`src/rtl/bcd_time_counter.sv`:
```
// -----------------------------------------------------------------------------
// bcd_time_counter
//   Real-time clock that keeps the time of day as 24-hour BCD hh:mm:ss. A
//   prescaler turns TICK_DIV clk cycles into one-second ticks. The time can be
//   loaded or nudged (hour / minute). The display copy can be shown in 12-hour
//   format, and an optional alarm compares against a BCD time.
//
// Ports
//   clk        : system clock, rising edge
//   rst        : asynchronous active-low reset
//   run        : 1 lets the prescaler advance, 0 freezes prescaler and time
//   mode12     : 1 = 12-hour display format, 0 = 24-hour
//   load_valid : single-cycle request to load load_time
//   load_time  : BCD hh:mm:ss (24-hour) to load
//   adj_min    : single-cycle minute increment (clears seconds, no carry)
//   adj_hour   : single-cycle hour increment (minutes/seconds kept)
//   alarm_time : BCD hh:mm:ss (24-hour) alarm compare value
//   now_time   : current 24-hour BCD time
//   disp_time  : registered display time in the selected format
//   pm         : registered, 1 when the hour is 12 or later
//   sec_tick, min_carry, hour_carry, day_wrap : one-cycle event pulses
//   load_err   : one-cycle pulse when a load is rejected
//   alarm_hit  : one-cycle pulse when the time becomes equal to alarm_time
// -----------------------------------------------------------------------------
module bcd_time_counter #(
   parameter int unsigned TICK_DIV = 100000000,
   parameter bit          ALARM_EN = 1'b1
) (
   input  logic        clk,
   input  logic        rst,
   input  logic        run,
   input  logic        mode12,
   input  logic        load_valid,
   input  logic [23:0] load_time,
   input  logic        adj_min,
   input  logic        adj_hour,
   input  logic [23:0] alarm_time,
   output logic [23:0] now_time,
   output logic [23:0] disp_time,
   output logic        pm,
   output logic        sec_tick,
   output logic        min_carry,
   output logic        hour_carry,
   output logic        day_wrap,
   output logic        load_err,
   output logic        alarm_hit
);

   localparam int unsigned      DIV_W    = $clog2(TICK_DIV);
   localparam logic [DIV_W-1:0] DIV_LAST = DIV_W'(TICK_DIV - 1);

   // A time is legal when every digit is BCD and h <= 23, m <= 59, s <= 59.
   function automatic logic legal_time(input logic [23:0] t);
      logic hour_ok, min_ok, sec_ok;
      hour_ok = (t[19:16] <= 4'd9) &&
                ((t[23:20] <= 4'd1) || ((t[23:20] == 4'd2) && (t[19:16] <= 4'd3)));
      min_ok  = (t[15:12] <= 4'd5) && (t[11:8] <= 4'd9);
      sec_ok  = (t[7:4]   <= 4'd5) && (t[3:0]  <= 4'd9);
      return hour_ok && min_ok && sec_ok;
   endfunction

   function automatic logic [7:0] inc_mod60(input logic [7:0] v);
      if (v[3:0] != 4'd9)      return {v[7:4], v[3:0] + 4'd1};
      else if (v[7:4] != 4'd5) return {v[7:4] + 4'd1, 4'd0};
      else                     return 8'h00;
   endfunction

   function automatic logic [7:0] inc_mod24(input logic [7:0] v);
      if (v == 8'h23)          return 8'h00;
      else if (v[3:0] == 4'd9) return {v[7:4] + 4'd1, 4'd0};
      else                     return {v[7:4], v[3:0] + 4'd1};
   endfunction

   logic [DIV_W-1:0] div_q, div_d;
   logic [23:0]      now_q, now_d;
   logic [23:0]      disp_q, disp_d;
   logic             pm_q, pm_d;
   logic             sec_tick_q, sec_tick_d;
   logic             min_carry_q, min_carry_d;
   logic             hour_carry_q, hour_carry_d;
   logic             day_wrap_q, day_wrap_d;
   logic             load_err_q, load_err_d;
   logic             upd_q, upd_d;         // now_time was written by the last edge

   logic tick;
   logic sec_wrap, min_wrap, hour_wrap;

   assign tick      = run && (div_q == DIV_LAST);
   assign sec_wrap  = (now_q[7:0] == 8'h59);
   assign min_wrap  = sec_wrap && (now_q[15:8] == 8'h59);
   assign hour_wrap = min_wrap && (now_q[23:16] == 8'h23);

   // Next time / prescaler, priority load > adj_hour > adj_min > tick.
   always_comb begin
      div_d        = div_q;
      now_d        = now_q;
      sec_tick_d   = 1'b0;
      min_carry_d  = 1'b0;
      hour_carry_d = 1'b0;
      day_wrap_d   = 1'b0;
      load_err_d   = 1'b0;
      upd_d        = 1'b0;

      if (run) div_d = (div_q == DIV_LAST) ? '0 : div_q + DIV_W'(1);

      if (load_valid) begin
         if (legal_time(load_time)) begin
            now_d = load_time;
            div_d = '0;
            upd_d = 1'b1;
         end else begin
            // Rejected load freezes the prescaler for this cycle.
            div_d      = div_q;
            load_err_d = 1'b1;
         end
      end else if (adj_hour) begin
         now_d[23:16] = inc_mod24(now_q[23:16]);
         upd_d        = 1'b1;
      end else if (adj_min) begin
         now_d[15:8] = inc_mod60(now_q[15:8]);
         now_d[7:0]  = 8'h00;
         upd_d       = 1'b1;
      end else if (tick) begin
         now_d[7:0] = inc_mod60(now_q[7:0]);
         if (sec_wrap) now_d[15:8]  = inc_mod60(now_q[15:8]);
         if (min_wrap) now_d[23:16] = inc_mod24(now_q[23:16]);
         sec_tick_d   = 1'b1;
         min_carry_d  = sec_wrap;
         hour_carry_d = min_wrap;
         day_wrap_d   = hour_wrap;
         upd_d        = 1'b1;
      end
   end

   // 12-hour hour conversion goes through binary to keep the mapping obvious.
   logic [4:0] hour_bin, hour12_bin;
   logic [7:0] hour12_bcd;

   always_comb begin
      hour_bin = 5'(now_q[23:20]) * 5'd10 + 5'(now_q[19:16]);
      if (hour_bin == 5'd0)       hour12_bin = 5'd12;
      else if (hour_bin > 5'd12)  hour12_bin = hour_bin - 5'd12;
      else                        hour12_bin = hour_bin;
      if (hour12_bin >= 5'd10) hour12_bcd = {4'd1, 4'(hour12_bin - 5'd10)};
      else                     hour12_bcd = {4'd0, hour12_bin[3:0]};
      disp_d = mode12 ? {hour12_bcd, now_q[15:0]} : now_q;
      pm_d   = (now_q[23:16] >= 8'h12);
   end

   always_ff @(posedge clk or negedge rst) begin
      if (!rst) begin
         div_q        <= '0;
         now_q        <= '0;
         disp_q       <= '0;
         pm_q         <= 1'b0;
         sec_tick_q   <= 1'b0;
         min_carry_q  <= 1'b0;
         hour_carry_q <= 1'b0;
         day_wrap_q   <= 1'b0;
         load_err_q   <= 1'b0;
         upd_q        <= 1'b0;
      end else begin
         div_q        <= div_d;
         now_q        <= now_d;
         disp_q       <= disp_d;
         pm_q         <= pm_d;
         sec_tick_q   <= sec_tick_d;
         min_carry_q  <= min_carry_d;
         hour_carry_q <= hour_carry_d;
         day_wrap_q   <= day_wrap_d;
         load_err_q   <= load_err_d;
         upd_q        <= upd_d;
      end
   end

   generate
      if (ALARM_EN) begin : g_alarm
         logic alarm_eq, alarm_eq_q, alarm_hit_q;

         assign alarm_eq = legal_time(alarm_time) && (now_q == alarm_time);

         // Fire only when a write made the time newly equal; a frozen clock
         // sitting on the alarm time does not re-trigger.
         always_ff @(posedge clk or negedge rst) begin
            if (!rst) begin
               alarm_eq_q  <= 1'b0;
               alarm_hit_q <= 1'b0;
            end else begin
               alarm_eq_q  <= alarm_eq;
               alarm_hit_q <= upd_q && alarm_eq && !alarm_eq_q;
            end
         end

         assign alarm_hit = alarm_hit_q;
      end else begin : g_no_alarm
         assign alarm_hit = 1'b0;
      end
   endgenerate

   assign now_time   = now_q;
   assign disp_time  = disp_q;
   assign pm         = pm_q;
   assign sec_tick   = sec_tick_q;
   assign min_carry  = min_carry_q;
   assign hour_carry = hour_carry_q;
   assign day_wrap   = day_wrap_q;
   assign load_err   = load_err_q;

endmodule

```
`config.mk`:
```
export PLATFORM = sky130hd
export DESIGN_NAME = bcd_time_counter
export DESIGN_NICKNAME = d
export VERILOG_FILES = /design/src/rtl/bcd_time_counter.sv
export SDC_FILE = /design/constraint.sdc
export NUM_CORES = 1
export LEC_CHECK = 0
export CAP_MARGIN = 0
export CORE_UTILIZATION = 36
export CTS_CLUSTER_DIAMETER = 60
export CTS_CLUSTER_SIZE = 30
export DETAILED_ROUTE_END_ITERATION = 12
export DONT_BUFFER_PORTS = 1
export SLEW_MARGIN = 20
export SYNTH_ARGS = -nofsm -noshare
export SYNTH_HDL_FRONTEND = slang
export SYNTH_SLANG_ARGS = --single-unit
```
`constraint.sdc`:
```
create_clock -name clk -period 3.6 [get_ports clk]
set_input_delay 0.36 -clock clk [delete_from_list [all_inputs] [get_ports clk]]
set_output_delay 0.36 -clock clk [all_outputs]
set_load 0.01 [all_outputs]
```
==> results_dict.tcl, run 1 <==
set metrics [dict create \
    worst_pin_slew_ns 0.790 \
    worst-endpoint-required_ns 3.81 \
    worstSkewPairLatency_ns 0.35 \
    status "completed" \
    ff2ff_setup_slack_ns 0.29 \
    vias 4078 \
    ant_nets 0 \
    grtUsageTotal 0.199 \
    drc 0 \
    post_cts_buffers 0 \
    netSwitchingFraction 0.350 \
    grt_pass1_vias 3919 \
    relSlewSlack 0.466 \
    antenna_found_initial 1 \
    synth_top_area_frac 0.422 \
    ys_types 70 \
    setup_viol 0 \
    ios 110 \
    place_ws_ns 0.305 \
    period_needed_ns 3.31 \
    synth_nets 611 \
    yosys_most_used_dff "dfrtp_1" \
    endpoint_kind "register" \
    cp_data_arrival_time_ns 3.52 \
    placed_cells 680 \
    fin_nets 590 \
    seqPwrFrac 0.438 \
    fmax_mhz 302 \
    clock_sinks 84 \
    final_common_cell "dfrtp_1" \
    clockRootBuffer "clkbuf_16" \
    wirelength_microns 13700 \
    power_switching_mw 1.06 \
    initial_core_util 0.373 \
    drtIter0Drc 305 \
    grt_pass1_wl_microns 21700 \
    die_w_microns 120 \
    wl_per_cell_microns 19.6 \
    start_kind "register" \
    drive_gt1_frac 0.0614 \
    fin_crit_sh 0.920 \
    power-per-cell-area_nw_per_um2 565 \
    overflow 0 \
    core_area_sq_um 13300 \
    crit_fanout 10 \
    area_delta_synth_final_pct 7.48 \
    synth_edf_count 0 \
    clock_path_buffers 2 \
    die_area_sq_um 14300 \
    clk_pin_slew_ns 0.06 \
    rsz0062_at_grt "false" \
    avgViaCountPerCell 5.84 \
    die_h_microns 120 \
    rows 42 \
    netlist_area_sq_um 4980 \
    power.total_mw 3.03 \
    layout_common_cells "dfrtp_1 (84), nor2_1 (48), nand2_1 (35), o21ai_0 (30), a21oi_1 (27)" \
    hold_viol 0 \
    synth.area.top_cells "dfrtp_1 (42%), ha_1 (4.3%), xnor2_1 (4.2%)" \
    p_comb_frac 0.257 \
    synthArstFlopShare 1.00 \
    first_pass_iters 5 \
    io_buffers 0 \
    yosysTopAreaCell "dfrtp_1" \
    instances_no_fill 698 \
    htreeDepth 3 \
    setup_slack_ns 0.290 \
    cts_buffers 9 \
    timing_worst_setup_path_type "reg2reg" \
    drv_cap 0 \
    hp-class "in2reg" \
    gp_congestion 0.857 \
    yosysWarnings 0 \
    cts_tree "done" \
    place_hpwl_microns 9950 \
    ys_seq_area_frac 0.422 \
    whs_ns 0.0804 \
    avgSynthCellArea_sq_um 9.27 \
    synth_cells 538 \
    clkPwrFrac 0.305 \
    grt_max_degree 85 \
    leakage_nw 2.19 \
    num-fill-cells 1326 \
    skew_ns 0.0113 \
    slew_viol_final 0 \
    setup-tns-final_ns 0 \
    post_cts_resize_count 0 \
    ys_seq_elements 84 \
    internal_power_mw 1.97 \
    irDropWorstVdd_v 0.000234 \
]
[cell families (layout without fill, tap and decap cells)]
logic type / after synthesis / after routing / synth area share
simple gates: 211 / 211 / 0.231
compound gates: 128 / 128 / 0.169
flops: 84 / 84 / 0.422
buf+inv: 59 / 42 / 0.0587
xor+xnor: 31 / 31 / 0.0572
fa+ha+maj: 18 / 18 / 0.0467
mux: 7 / 7 / 0.0153
other cells: 0 / 1 / 0
[through the flow]
step	cell area, sq um	utilization
3_3_place_gp	5030	0.377
2_1_floorplan	4980	-
6_report	5360	0.401
3_5_place_dp	5030	0.377
4_1_cts	5360	0.401
5_1_grt	5360	0.401
[flip-flops by register name, summed over array words and instances (netlist names)]
register,cells
disp_time,24
now_time,24
min_carry,1
pm,1
alarm_hit,1
upd_q,1
sec_tick,1
load_err,1
div_q,27
hour_carry,1
g_alarm.alarm_eq_q,1
day_wrap,1
[worst max-delay path: stages (launching register included)]
cell,delay (ns)
dfrtp_1,0.60
ha_1,0.31
ha_1,0.33
xor2_1,0.21
inv_1,0.13
or3_1,0.36
a21boi_0,0.19
mux2i_1,0.12
inv_1,0.07
ha_1,0.17
a21boi_0,0.35
o21a_1,0.20
o221ai_1,0.13
[metal layers]
metal,GRT usage,share of wire,up-vias
li1,-,-,1920
met1,0.251,0.43,1967
met2,0.309,0.46,163
met3,0.0670,0.080,28
met4,0.0867,0.025,0
met5,0,0,-
[timing repair]
action / 4_1_cts / 5_1_grt
hold buffers: 2 / 0
setup endpoints to repair: 0 / 0
endpoints found under the hold margin: 84 / 0
[path summary, 6_finish.rpt]
path                               startpoint             to  cells after the start
setup / recovery                 now_time[20]  disp_time[17]                     12
hold / removal                         mode12  disp_time[22]                      1
setup reg to reg                 now_time[20]  disp_time[17]                     12
hold reg to reg            g_alarm.alarm_eq_q      alarm_hit                      1
max in group asynchronous                 rst      div_q[16]                      2
min in group asynchronous                 rst   now_time[21]                      2
[synth_stat cells (3+ instances only)]
cell type  instances
ha_1              17
dfrtp_1           84
mux2i_1            5
o22ai_1            9
a22oi_1            3
nand3_1           24
buf_2              3
xnor2_1           24
a211oi_1           5
o221ai_1           3
o21ai_1            5
and4_1             3
clkbuf_1          18
a31oi_1            5
nand4_1           10
xor2_1             6
or3_1              7
nand2b_1           4
nor4_1            14
a21oi_1           27
o211ai_1           3
or4_1              7
nor3_1            15
nor4b_1            3
or2_2              3
nor2_1            48
o2111ai_1          3
nor3b_1            5
o31ai_1            6
a22o_1             6
inv_1             19
nor2b_1           12
buf_4             16
o21ai_0           30
nand2_1           35
a211o_1            3
and3_1             7
[power by group through the flow]
| stage | registers [mW] | logic [mW] | clock network [mW] |
|---|---|---|---|
| 2_1_floorplan | 1.25 | 0.696 | 0 |
| 3_3_place_gp | 1.34 | 0.706 | 0 |
| 3_5_place_dp | 1.34 | 0.742 | 0 |
| 4_1_cts | 1.33 | 0.773 | 0.938 |
| 5_1_grt | 1.35 | 0.876 | 0.986 |
| 6_report | 1.33 | 0.777 | 0.925 |
[cell type report]
type                    instances  area, sq um  share of cell area
repair buffers                  7         75.1              0.0140
flip-flops and latches         84         2100               0.392
clock buffers                  13          250              0.0467
clock inverters                 2         35.0             0.00654
diodes                          1         2.50            0.000467
well taps                     176          220              0.0411
multi-input cells             395         2600               0.485
inverters                      20         75.1              0.0140
No activity file was read; power rests on OpenSTA's default activity.
==> run 2, diff against run 1 <==
Settings changed: MAX_ROUTING_LAYER set to met4, TNS_END_PERCENT set to 50.
==> run 2 against run 1 <==
  * Die area did not move
  * Register-to-register slack hardly changed
  * Flip-flop and latch count unchanged
  * Combinational power barely moved
  * Core utilization unchanged
  * Clock skew decreased by 0.00093 ns
  * Sequential power hardly changed
  * Via count decreased by 0.51%
  * Clock power barely moved
  * Routed wire length down 0.17%
  * Sequential share of layout area unchanged
==> results_dict.tcl, run 2 (synthesis results as in run 1) <==
set metrics [dict create \
    vias 4057 \
    clockRootBuffer "clkbuf_16" \
    cp_data_arrival_time_ns 3.52 \
    leakage_nw 2.19 \
    largest_register_ffs 27 \
    initial_core_util 0.373 \
    wl_met2_microns 6290 \
    rsz0062_at_grt "false" \
    drive_gt1_frac 0.0614 \
    skew_ns 0.0104 \
    design_area_sq_um 5360 \
    fmax_mhz 303 \
    whs_ns 0.0804 \
    fin_nets 590 \
    io_buffers 0 \
    place_hpwl_microns 9950 \
    power-per-cell-area_nw_per_um2 565 \
    wl_met3_microns 1040 \
    wirelength_microns 13700 \
    die_area_sq_um 14300 \
    die_h_microns 120 \
    cts_buffers 9 \
    drtIter0Drc 272 \
    first_pass_iters 5 \
    rr_worst_depth 12 \
    r2r_start "now_time[20]" \
    grtUsageTotal 0.204 \
    setup-tns-final_ns 0 \
    regMostFlops "div_q" \
    post_cts_resize_count 0 \
    endpoint_kind "register" \
    ff2ff_setup_slack_ns 0.30 \
    rows 42 \
    worstPathCellList "ha_1 -> ha_1 -> xor2_1 -> inv_1 -> or3_1 -> a21boi_0 -> mux2i_1 -> inv_1 -> ha_1 -> a21boi_0 -> o21a_1 -> o221ai_1" \
    core_area_sq_um 13300 \
    period_needed_ns 3.30 \
    cts_tree "done" \
    avgViaCountPerCell 5.81 \
    worst-path-stages 12 \
    grt_pass1_wl_microns 21600 \
    setup_viol 0 \
    grt_max_degree 85 \
    worst-endpoint-required_ns 3.81 \
    timing_worst_setup_path_type "reg2reg" \
    power.total_mw 3.03 \
    clock_sinks 84 \
    layout_common_cells "dfrtp_1 (84), nor2_1 (48), nand2_1 (35), o21ai_0 (30), a21oi_1 (27)" \
    hold_viol 0 \
    drc 0 \
    crit_start "now_time[20]" \
    path_delay_family "compound AO/OA/AOI/OAI gates" \
    endpoint "disp_time[17]" \
    hp-class "in2reg" \
    final_common_cell "dfrtp_1" \
    cpMostUsedCell "ha_1" \
    ant_nets 0 \
    start_kind "register" \
    place_area_sq_um 5030 \
    area_delta_synth_final_pct 7.48 \
    relSlewSlack 0.464 \
    grt_pass1_vias 3922 \
    ios 110 \
    r2r_end "disp_time[17]" \
    irDropWorstVdd_v 0.000236 \
    crit_fanout 10 \
    htreeDepth 3 \
    overflow 0 \
    antenna_found_initial 1 \
    drv_cap 0 \
    post-route-util 0.401 \
    worstSkewPairLatency_ns 0.35 \
    cp_num_buf_inv 2 \
    slew_viol_final 0 \
    clk_pin_slew_ns 0.06 \
    worst_pin_slew_ns 0.793 \
    gp_congestion 0.871 \
    clock_path_buffers 2 \
    wl_per_cell_microns 19.6 \
    wl_met1_microns 6000 \
    status "completed" \
    fin_crit_sh 0.918 \
    die_w_microns 120 \
    critPathMaxStageDelay_ns 0.60 \
    highest_layer "met4" \
    crit_slowest_cell "dfrtp_1" \
]
==> run 2: cell counts in the layout (fill, tap and decap cells not counted) <==
No cell type changed its count.
==> run 2: repair_timing <==
action / CTS / global route
endpoints found under the hold margin: 84 / 0
hold buffers: 2 / 0
buffers inserted: 0 / 0
endpoints found under the setup margin: 0 / 0
==> run 2: final cells by class <==
class / count / area (sq um)
Clock buffer: 13 / 250
Inverter: 20 / 75.1
Clock inverter: 2 / 35.0
Timing Repair Buffer: 7 / 75.1
Sequential cell: 84 / 2100
Multi-Input combinational cell: 395 / 2600
Antenna cell: 1 / 2.50
Tap cell: 176 / 220
Fill cell: 1326 / 7990
==> run 2: through the flow <==
stage / cells / setup slack (ns)
3_3_place_gp: 680 / 0.493
3_5_place_dp: 680 / 0.305
4_1_cts: 697 / 0.281
5_1_grt: 698 / 0.0277
6_report: 698 / 0.297
2_1_floorplan: 538 / 0.677
==> run 2: layer usage <==
metal / up-vias / track usage
li1: 1921 / -
met1: 1957 / 0.250
met5: - / -
met4: 0 / 0.0844
met3: 26 / 0.0642
met2: 153 / 0.310
==> run 2: how the worst min path moves through the flow <==
stage                     startpoint            end  slack (ns)  cells past startpoint
after detailed placement         rst  disp_time[20]        0.07                      0
after CTS                     mode12  disp_time[21]        0.07                      1
after floorplan                  rst      alarm_hit        0.06                      0
final                         mode12  disp_time[22]        0.08                      1
after global placement           rst  disp_time[19]        0.07                      0
after global routing          mode12  disp_time[21]        0.07                      1
==> run 2: report_power, final <==
group	switching, mW	internal [mW]
Combinational	0.443	0.335
Clock	0.372	0.552
Sequential	0.245	1.08
Total	1.06	1.97
==> run 3, diff against run 2 <==
Settings changed: CORE_UTILIZATION 36 to 55, PLACE_DENSITY set to 0.7.
==> run 3 against run 2 <==
  * Combinational power rose by 3.1%
  * Via count is 0.15% higher
  * Clock skew hardly changed
  * Worst setup slack improved by 0.14 ns
  * Sequential power decreased by 3%
  * Die area is 34% lower
  * Core utilization up 19 points
  * Highest routed layer unchanged
  * First-iteration DRC count down 24%
  * Critical path depth stayed put
  * Largest power group unchanged
  * Largest cell class unchanged
  * Non-clock buffer count rose by 3
  * Power decreased by 8.7%
==> results_dict.tcl, run 3 (synthesis results as in run 1) <==
set metrics [dict create \
    area_delta_synth_final_pct 4.32 \
    worst_pin_slew_ns 0.961 \
    drtIter0Drc 208 \
    clock_path_buffers 2 \
    worstSkewPairLatency_ns 0.35 \
    wl_per_cell_microns 18.9 \
    relSlewSlack 0.359 \
    final_common_cell "dfrtp_1" \
    cts_tree "done" \
    internal_power_mw 1.75 \
    setup-tns-final_ns 0 \
    endpoint_kind "register" \
    clk_pin_slew_ns 0.09 \
    num-fill-cells 759 \
    first_pass_iters 7 \
    power.total_mw 2.77 \
    die_h_microns 97.2 \
    seqPwrFrac 0.467 \
    start_kind "register" \
    die_area_sq_um 9450 \
    initial_core_util 0.569 \
    p_comb_frac 0.290 \
    fmax_mhz 316 \
    drive_gt1_frac 0.0705 \
    cts_buffers 9 \
    placed_cells 615 \
    wirelength_microns 12000 \
    period_needed_ns 3.16 \
    irDropWorstVdd_v 0.000251 \
    fin_crit_sh 0.878 \
    grt_pass1_vias 3916 \
    ios 110 \
    core_area_sq_um 8760 \
    regMostFlops "div_q" \
    drc 0 \
    grt_max_degree 85 \
    place_hpwl_microns 8620 \
    slew_viol_final 0 \
    ant_nets 0 \
    crit_fanout 7 \
    io_buffers 0 \
    leakage_nw 2.15 \
    status "completed" \
    vias 4063 \
    clockRootBuffer "clkbuf_8" \
    overflow 0 \
    grt_pass1_wl_microns 19900 \
    fin_nets 593 \
    rows 34 \
    timing_worst_setup_path_type "reg2reg" \
    clkPwrFrac 0.243 \
    largest_register_ffs 27 \
    power_switching_mw 1.02 \
    drv_cap 0 \
    hold_viol 0 \
    post_cts_buffers 0 \
    antenna_found_initial 0 \
    instances_no_fill 633 \
    netSwitchingFraction 0.368 \
    n_antenna_cell 0 \
    avgViaCountPerCell 6.42 \
    layout_common_cells "dfrtp_1 (84), nor2_1 (48), nand2_1 (35), o21ai_0 (30), a21oi_1 (27)" \
    worst-endpoint-required_ns 3.83 \
    setup_viol 0 \
    clock_sinks 84 \
    grtUsageTotal 0.270 \
    cp_data_arrival_time_ns 3.39 \
    post-route-util 0.593 \
    power-per-cell-area_nw_per_um2 532 \
    rsz0062_at_grt "false" \
    skew_ns 0.0102 \
    die_w_microns 97.2 \
    htreeDepth 3 \
    ff2ff_setup_slack_ns 0.44 \
    gp_congestion 0.930 \
    hp-class "in2reg" \
]
[run 3: changes by cell type in the layout (fill, tap and decap cells not counted), sizes merged]
cell	before	now
buf	6	9
clkinvlp	0	3
clkbuf	13	11
clkinv	2	1
diode	1	0
inv	19	20
[run 3: cell type report]
type / count / area, sq um / area share
Multi-Input combinational cell: 395 / 2600 / 0.500
Sequential cell: 84 / 2100 / 0.404
Tap cell: 108 / 135 / 0.0260
Clock buffer: 11 / 131 / 0.0253
Timing Repair Buffer: 10 / 97.6 / 0.0188
Inverter: 20 / 75.1 / 0.0144
Clock inverter: 5 / 61.3 / 0.0118
[run 3: layer usage]
metal / global-route usage / part of all wire / vias to the layer above
li1: - / - / 1915
met5: - / 0 / -
met1: 0.349 / 0.43 / 1946
met2: 0.413 / 0.47 / 181
met4: 0.0918 / 0.016 / 0
met3: 0.0683 / 0.088 / 21
[run 3: power groups by stage]
stage               registers (mW)  clock network [mW]  logic (mW)
floorplan                     1.25                   0       0.696
finish                        1.29               0.671       0.802
detailed placement            1.31                   0       0.772
global placement              1.31                   0       0.741
CTS                           1.29               0.689       0.802
global route                  1.32               0.727       0.907
[run 3: worst max-delay path, stage by stage, from the launching register on]
cell and delay (ns):
dfrtp_1 0.49, ha_1 0.32, ha_1 0.33, xor2_1 0.22, inv_1 0.13, or3_1 0.35, a21boi_0 0.18, mux2i_1 0.12
inv_1 0.08, ha_1 0.17, a21boi_0 0.33, o21a_1 0.21, o221ai_1 0.13
[run 3: metrics by stage]
| step | setup slack [ns] | hold WS (ns) | cell area, sq um |
|---|---|---|---|
| finish | 0.440 | 0.0585 | 5200 |
| global route | 0.274 | 0.0452 | 5200 |
| CTS | 0.450 | 0.0454 | 5200 |
| detailed placement | 0.472 | 0.0659 | 4970 |
| global placement | 0.604 | 0.0659 | 4970 |
| floorplan | 0.677 | 0.0644 | 4980 |
[run 3: final timing paths]
kind,from,to,depth (start not counted)
hold / removal,mode12,disp_time[22],1
setup / recovery,now_time[22],disp_time[18],12
max in group asynchronous,rst,now_time[12],2
hold reg to reg,g_alarm.alarm_eq_q,alarm_hit,1
min in group asynchronous,rst,disp_time[19],2
setup reg to reg,now_time[22],disp_time[18],12
[run 3: timing repair]
action | CTS | global route
endpoints found under the hold margin | 84 | 0
resized for setup | 0 | 0
hold buffers | 2 | 0
setup endpoints to repair | 0 | 0
